File: config.mk
export PLATFORM = sky130hd
export DESIGN_NAME = color_sense_stabilizer
export DESIGN_NICKNAME = d
export VERILOG_FILES = /design/src/rtl/color_sense_stabilizer.sv
export SDC_FILE = /design/constraint.sdc
export NUM_CORES = 1
export LEC_CHECK = 0
export CAP_MARGIN = 20
export CORE_UTILIZATION = 45
export DETAILED_ROUTE_END_ITERATION = 8
export SYNTH_ARGS = -nofsm -noshare
export SYNTH_HDL_FRONTEND = slang
export SYNTH_SLANG_ARGS = --single-unit
File: constraint.sdc
create_clock -name clock -period 2.26 [get_ports clock]
set_clock_uncertainty 0.2 [all_clocks]
set_input_delay 0.339 -clock clock [delete_from_list [all_inputs] [get_ports clock]]
set_output_delay 0.339 -clock clock [all_outputs]
set_load 0.05 [all_outputs]
File: src/rtl/color_sense_stabilizer.sv
// Settle-then-filter front end for the cube colour sensors; pulses color_sensor_stable once per move.
// Optional build macro COLOR_TIMEOUT_VOTE_EN: majority-vote fallback on timeout instead of last sample.
module color_sense_stabilizer #(
  parameter int unsigned SETTLE_CYCLES  = 500000,
  parameter int unsigned MATCH_COUNT    = 16,
  parameter int unsigned TIMEOUT_CYCLES = 2000000
) (
  input  logic       clock,
  input  logic       reset,
  input  logic       motors_done,
  input  logic       raw_valid,
  input  logic [2:0] edge_raw,
  input  logic [2:0] corner_raw,
  output logic [2:0] edge_color_sensor,
  output logic [2:0] corner_color_sensor,
  output logic       color_sensor_stable,
  output logic       sense_error
);

  localparam int unsigned SW = $clog2(SETTLE_CYCLES + 1);
  localparam int unsigned MW = $clog2(MATCH_COUNT + 1);
  localparam int unsigned TW = $clog2(TIMEOUT_CYCLES + 1);

  typedef enum logic [1:0] {IDLE, SETTLE, SAMPLE, REPORT} state_t;

  state_t         state;
  logic [SW-1:0]  settle_cnt;
  logic [TW-1:0]  timeout_cnt;
  logic [MW-1:0]  edge_match, corner_match, edge_match_nxt, corner_match_nxt;
  logic [2:0]     edge_last, corner_last, edge_last_nxt, corner_last_nxt;
  logic [2:0]     edge_fallback, corner_fallback;
  logic           edge_locked, corner_locked, timed_out;

  // One channel's filter step: returns {match_count, last_sample} after this cycle's sample.
  function automatic logic [MW+2:0] filt(input logic [MW-1:0] m, input logic [2:0] last,
                                          input logic [2:0] raw, input logic v, input logic locked);
    if (!v || locked)
      return {m, last};
    if (raw >= 3'd6)
      return {MW'(0), last};
    if (raw == last)
      return {(m == MW'(MATCH_COUNT)) ? m : m + MW'(1), last};
    return {MW'(1), raw};
  endfunction

  assign edge_locked   = (edge_match == MW'(MATCH_COUNT));
  assign corner_locked = (corner_match == MW'(MATCH_COUNT));
  assign timed_out     = (timeout_cnt == TW'(TIMEOUT_CYCLES - 1));

  assign {edge_match_nxt, edge_last_nxt}     = filt(edge_match, edge_last, edge_raw, raw_valid, edge_locked);
  assign {corner_match_nxt, corner_last_nxt} = filt(corner_match, corner_last, corner_raw, raw_valid, corner_locked);

`ifdef COLOR_TIMEOUT_VOTE_EN
  logic [5:0][7:0] edge_hits, corner_hits, edge_hits_nxt, corner_hits_nxt;

  // Highest hit count wins; strict compare keeps the lowest code on ties and 0 when empty.
  function automatic logic [2:0] vote(input logic [5:0][7:0] h);
    logic [2:0] best;
    best = 3'd0;
    for (int i = 1; i < 6; i++)
      if (h[i] > h[best]) best = 3'(i);
    return best;
  endfunction

  always_comb begin
    edge_hits_nxt   = edge_hits;
    corner_hits_nxt = corner_hits;
    for (int i = 0; i < 6; i++) begin
      if (raw_valid && !edge_locked && edge_raw == 3'(i) && edge_hits[i] != 8'hFF)
        edge_hits_nxt[i] = edge_hits[i] + 8'd1;
      if (raw_valid && !corner_locked && corner_raw == 3'(i) && corner_hits[i] != 8'hFF)
        corner_hits_nxt[i] = corner_hits[i] + 8'd1;
    end
  end

  assign edge_fallback   = vote(edge_hits_nxt);
  assign corner_fallback = vote(corner_hits_nxt);

  always_ff @(posedge clock) begin
    if (reset || (state == SETTLE)) begin
      edge_hits   <= '0;
      corner_hits <= '0;
    end else if (state == SAMPLE) begin
      edge_hits   <= edge_hits_nxt;
      corner_hits <= corner_hits_nxt;
    end
  end
`else
  assign edge_fallback   = edge_last_nxt;
  assign corner_fallback = corner_last_nxt;
`endif

  // Sequencer: IDLE -> SETTLE -> SAMPLE -> REPORT (one-cycle pulse) -> IDLE.
  always_ff @(posedge clock) begin
    if (reset) begin
      state               <= IDLE;
      settle_cnt          <= '0;
      timeout_cnt         <= '0;
      edge_match          <= '0;
      corner_match        <= '0;
      edge_last           <= '0;
      corner_last         <= '0;
      edge_color_sensor   <= '0;
      corner_color_sensor <= '0;
      color_sensor_stable <= 1'b0;
      sense_error         <= 1'b0;
    end else begin
      color_sensor_stable <= 1'b0;
      case (state)
        IDLE: begin
          if (motors_done) begin
            state      <= SETTLE;
            settle_cnt <= '0;
          end
        end
        SETTLE: begin
          if (motors_done) begin
            settle_cnt <= '0;
          end else if (settle_cnt == SW'(SETTLE_CYCLES - 1)) begin
            state        <= SAMPLE;
            timeout_cnt  <= '0;
            edge_match   <= '0;
            corner_match <= '0;
            edge_last    <= '0;
            corner_last  <= '0;
          end else begin
            settle_cnt <= settle_cnt + SW'(1);
          end
        end
        SAMPLE: begin
          if (motors_done) begin
            state      <= SETTLE;
            settle_cnt <= '0;
          end else if (edge_locked && corner_locked) begin
            state               <= REPORT;
            color_sensor_stable <= 1'b1;
            edge_color_sensor   <= edge_last;
            corner_color_sensor <= corner_last;
          end else if (timed_out) begin
            state               <= REPORT;
            color_sensor_stable <= 1'b1;
            sense_error         <= 1'b1;
            edge_color_sensor   <= edge_locked ? edge_last : edge_fallback;
            corner_color_sensor <= corner_locked ? corner_last : corner_fallback;
          end else begin
            timeout_cnt  <= timeout_cnt + TW'(1);
            edge_match   <= edge_match_nxt;
            corner_match <= corner_match_nxt;
            edge_last    <= edge_last_nxt;
            corner_last  <= corner_last_nxt;
          end
        end
        REPORT:  state <= IDLE;
        default: state <= IDLE;
      endcase
    end
  end

endmodule

==> results of run 1 <==
[kinds of logic (layout without fill, tap and decap cells)]
kind of cell,count (synthesis),in the layout,synth area share
adders and majority gates,6,6,0.0195
xor gates and xnor gates,8,8,0.0182
DFF,66,66,0.344
buffers and inverters,40,137,0.0440
muxes,18,18,0.0482
AOI/OAI and AO/OA,141,141,0.271
and+or+nand+nor,175,175,0.256
[cell type report]
class / instances / area (um^2)
fillers: 738 / 3180
multi-input cells: 348 / 2480
flip-flops and latches: 66 / 1330
repair buffers: 102 / 901
clock buffers: 13 / 149
well taps: 105 / 131
inverters: 19 / 71.3
clock inverters: 3 / 15.0
[power by group through the flow]
stage | combinational, mW | clock (mW) | sequential (mW)
6_report | 0.203 | 0.866 | 1.17
5_1_grt | 0.220 | 0.941 | 1.17
4_1_cts | 0.197 | 0.887 | 1.17
3_5_place_dp | 0.196 | 0 | 1.20
3_3_place_gp | 0.193 | 0 | 1.20
2_1_floorplan | 0.0978 | 0 | 1.19
[how the worst max path moves through the flow]
stage          depth (start not counted)                           end                    startpoint  slack (ps)
2_1_floorplan                          6   timeout_cnt[9]$_SDFFE_PP0P_                   motors_done           5
3_3_place_gp                           8  timeout_cnt[20]$_SDFFE_PP0P_                   motors_done        -240
3_5_place_dp                           8  timeout_cnt[20]$_SDFFE_PP0P_                   motors_done        -330
4_1_cts                                8    edge_match[3]$_SDFFE_PP0P_    edge_match[1]$_SDFFE_PP0P_          -4
5_1_grt                                7    edge_match[2]$_SDFFE_PP0P_  timeout_cnt[12]$_SDFFE_PP0P_         -50
6_report                               7    edge_match[2]$_SDFFE_PP0P_  timeout_cnt[12]$_SDFFE_PP0P_          50
[layout by cell type, fill, tap and decap left out, types with 4 or more instances in the layout]
| cell | n |
|---|---|
| xnor2_1 | 8 |
| nor2_1 | 18 |
| ha_1 | 5 |
| nand2b_1 | 23 |
| buf_6 | 4 |
| a31oi_1 | 8 |
| clkbuf_8 | 10 |
| buf_4 | 75 |
| inv_1 | 19 |
| a22oi_1 | 4 |
| mux2i_1 | 17 |
| o211ai_1 | 6 |
| o32ai_1 | 5 |
| nor3_1 | 6 |
| a21oi_1 | 32 |
| buf_12 | 4 |
| nand2_1 | 45 |
| or2_2 | 7 |
| o2111ai_1 | 15 |
| dfxtp_1 | 62 |
| or4_1 | 5 |
| nand3_1 | 29 |
| nand4_1 | 8 |
| a21oi_2 | 6 |
| a2111o_1 | 5 |
| and3_1 | 5 |
| o31ai_1 | 8 |
| dfxtp_2 | 4 |
| o21ai_1 | 5 |
| clkdlybuf4s50_1 | 16 |
| o211a_1 | 4 |
| o21ai_0 | 9 |
| and2_1 | 5 |
[flip-flops by register name, indices dropped and copies added, names as in the netlist]
| register | count |
|---|---|
| color_sensor_stable | 1 |
| corner_color_sensor | 3 |
| corner_last | 3 |
| corner_match | 5 |
| edge_color_sensor | 3 |
| edge_last | 3 |
| edge_match | 5 |
| sense_error | 1 |
| settle_cnt | 19 |
| state | 2 |
| timeout_cnt | 21 |
[metal layers]
metal,part of all wire,GRT usage
met4,0.015,0.0910
met2,0.46,0.388
met1,0.49,0.334
met5,0,0
met3,0.033,0.0378
[worst max-delay path, stage by stage, from the launching register on]
cell and delay [ps]:
dfxtp_1 340, or4bb_4 540, nor4_4 230, buf_6 170, buf_12 110, a221o_2 200
a21oi_2 70, o32ai_2 270
[stage by stage]
| stage | hold WS (ps) | cell area (um^2) | instances |
|---|---|---|---|
| 6_report | 277 | 5070 | 656 |
| 5_1_grt | 291 | 5070 | 656 |
| 4_1_cts | 277 | 4830 | 646 |
| 3_5_place_dp | 262 | 4650 | 630 |
| 3_3_place_gp | 262 | 4650 | 630 |
| 2_1_floorplan | 239 | 3840 | 454 |
[what timing repair did]
action | in CTS | in global routing
endpoints found under the setup margin | 5 | 29
hold buffers | 0 | 0
gates cloned | 0 | 1
resized for setup | 3 | 29
pin swaps | 0 | 10
setup buffers | 0 | 9
==> impl_metrics.csv, run 1 <==
group,metric,value,unit
logic_synthesis,synth_common_cells,"dfxtp_1 (66), nand2_1 (45), a21oi_1 (33)",
floorplan,rows,33,
place,hpwlAfterDp,7630,um
place,routabilityCongestion,0.825,
clock_tree,cts_sinks,66,
logic_synthesis,synth_nets,470,
global_routing,grt_pass1_wl,16900,um
power,p_total,2.24,mW
detailed_routing,ant_nets,0,
timing,setup_ws,45.2,ps
logic_synthesis,synthTopCellsByArea,"dfxtp_1 (34%), mux2i_1 (4.4%), nand2_1 (4.4%)",
worst_hold_path,whs_endpoint,"settle_cnt[17]$_SDFFE_PP0P_",
timing,hold_viol,0,
logic_synthesis,ys_seq_area_frac,0.344,
critical_path,timing.rr.start,"timeout_cnt[12]$_SDFFE_PP0P_",
detailed_routing,drc,0,
timing,fin_crit_sh,0.980,
critical_path,cp-end-kind,"register",
global_routing,antenna_found_initial,0,
logic_synthesis,yosysWarnings,0,
detailed_routing,wl,10700,um
timing,tns,0,ps
detailed_routing,drtPass1Iterations,5,
layout,nNetsFinal,562,
global_routing,grt_max_degree,29,
detailed_routing,drt_iter0_drc,204,
logic_synthesis,yosysMostFrequentCell,"dfxtp_1",
timing,final_max_slew_viol_count,0,
power,p_comb_frac,0.091,
worst_hold_path,hp-start,"settle_cnt[17]$_SDFFE_PP0P_",
floorplan,dieHeight,94.4,um
clock_tree,clk-insertion-delay-late,340,ps
floorplan,start_util,0.465,
global_routing,grtUsageTotal,0.245,
logic_synthesis,ys_async_sr_fraction,0,
global_routing,grt_overflow,0,
power,power-per-cell-area,442,mW/mm^2
logic_synthesis,syn_area,0.00384,mm^2
logic_synthesis,yosysTopAreaCellShare,0.344,
global_routing,grt_pass1_vias,3546,
worst_hold_path,hold_path_class,"reg2reg",
power,power.switching,0.560,mW
timing,rsz0062_at_grt,"yes",
timing,slew_headroom,0.639,
power,switching_share,0.250,
layout,antenna_cells,0,
place,io_buffer_count,17,
clock_tree,cts_buffer_depth,2,
logic_synthesis,synth_cell_type_count,62,
outcome,status,"finished, final reports clean",
critical_path,cp.required,2310,ps
clock_tree,clk_pin_slew,70,ps
clock_tree,clockRootBuffer,"clkbuf_8",
timing,tightest_slew,528,ps
floorplan,die_x,94.4,um
floorplan,coreArea,0.00826,mm^2
timing,fmaxAchievable,452,MHz
worst_hold_path,holdPathStages,1,
timing,fin_crit,2210,ps
layout,layout-drive-gt1-share,0.267,
power,p_leak,1.90,nW
critical_path,reg2reg_slack,50,ps
critical_path,cp_max_fo,6,
detailed_routing,num_vias,3839,
clock_tree,cts_tree,"done",
run,max_cap_viol_count,0,
detailed_routing,viasPerCell,5.85,
layout,utilization,0.614,
power,p_int,1.68,mW
critical_path,worstPathArrival,2270,ps
clock_tree,h-tree-depth,3,
logic_synthesis,ys_ff_latch,66,
critical_path,r2r_end,"edge_match[2]$_SDFFE_PP0P_",
detailed_routing,routed_wire_length_per_instance,16.3,um
clock_tree,cts_buffers,9,
floorplan,die_area,0.00891,mm^2
layout,area_growth_syn_to_layout,32.0,%
critical_path,critPathKind,"reg2reg",
critical_path,start_kind,"register",
logic_synthesis,avgSynthCellArea,8.46,um^2
logic_synthesis,ys.flop_type,"dfxtp_1",
power,power_frac_clock,0.386,
power,p_seq_frac,0.523,
power,peakVddDrop,0.279,mV
critical_path,ff2ff_path_depth,7,
floorplan,ios,18,
logic_synthesis,netlist_instances,454,
logic_synthesis,synth_top_area_cell,"dfxtp_1",
logic_synthesis,synth_edf_count,0,
place,place_ws,-330,ps
timing,setup_viol,0,
Note: power is estimated with default switching activity, not from simulation.
==> run 2, diff against run 1 <==
--- a/config.mk
+++ b/config.mk
@@ -7,6 +7,7 @@
 export LEC_CHECK = 0
 export CAP_MARGIN = 20
 export CORE_UTILIZATION = 45
+export CTS_CLUSTER_SIZE = 14
 export DETAILED_ROUTE_END_ITERATION = 8
 export SYNTH_ARGS = -nofsm -noshare
 export SYNTH_HDL_FRONTEND = slang
==> results of run 2 <==
Final layout, timing and power as in run 1 (identical DEF).
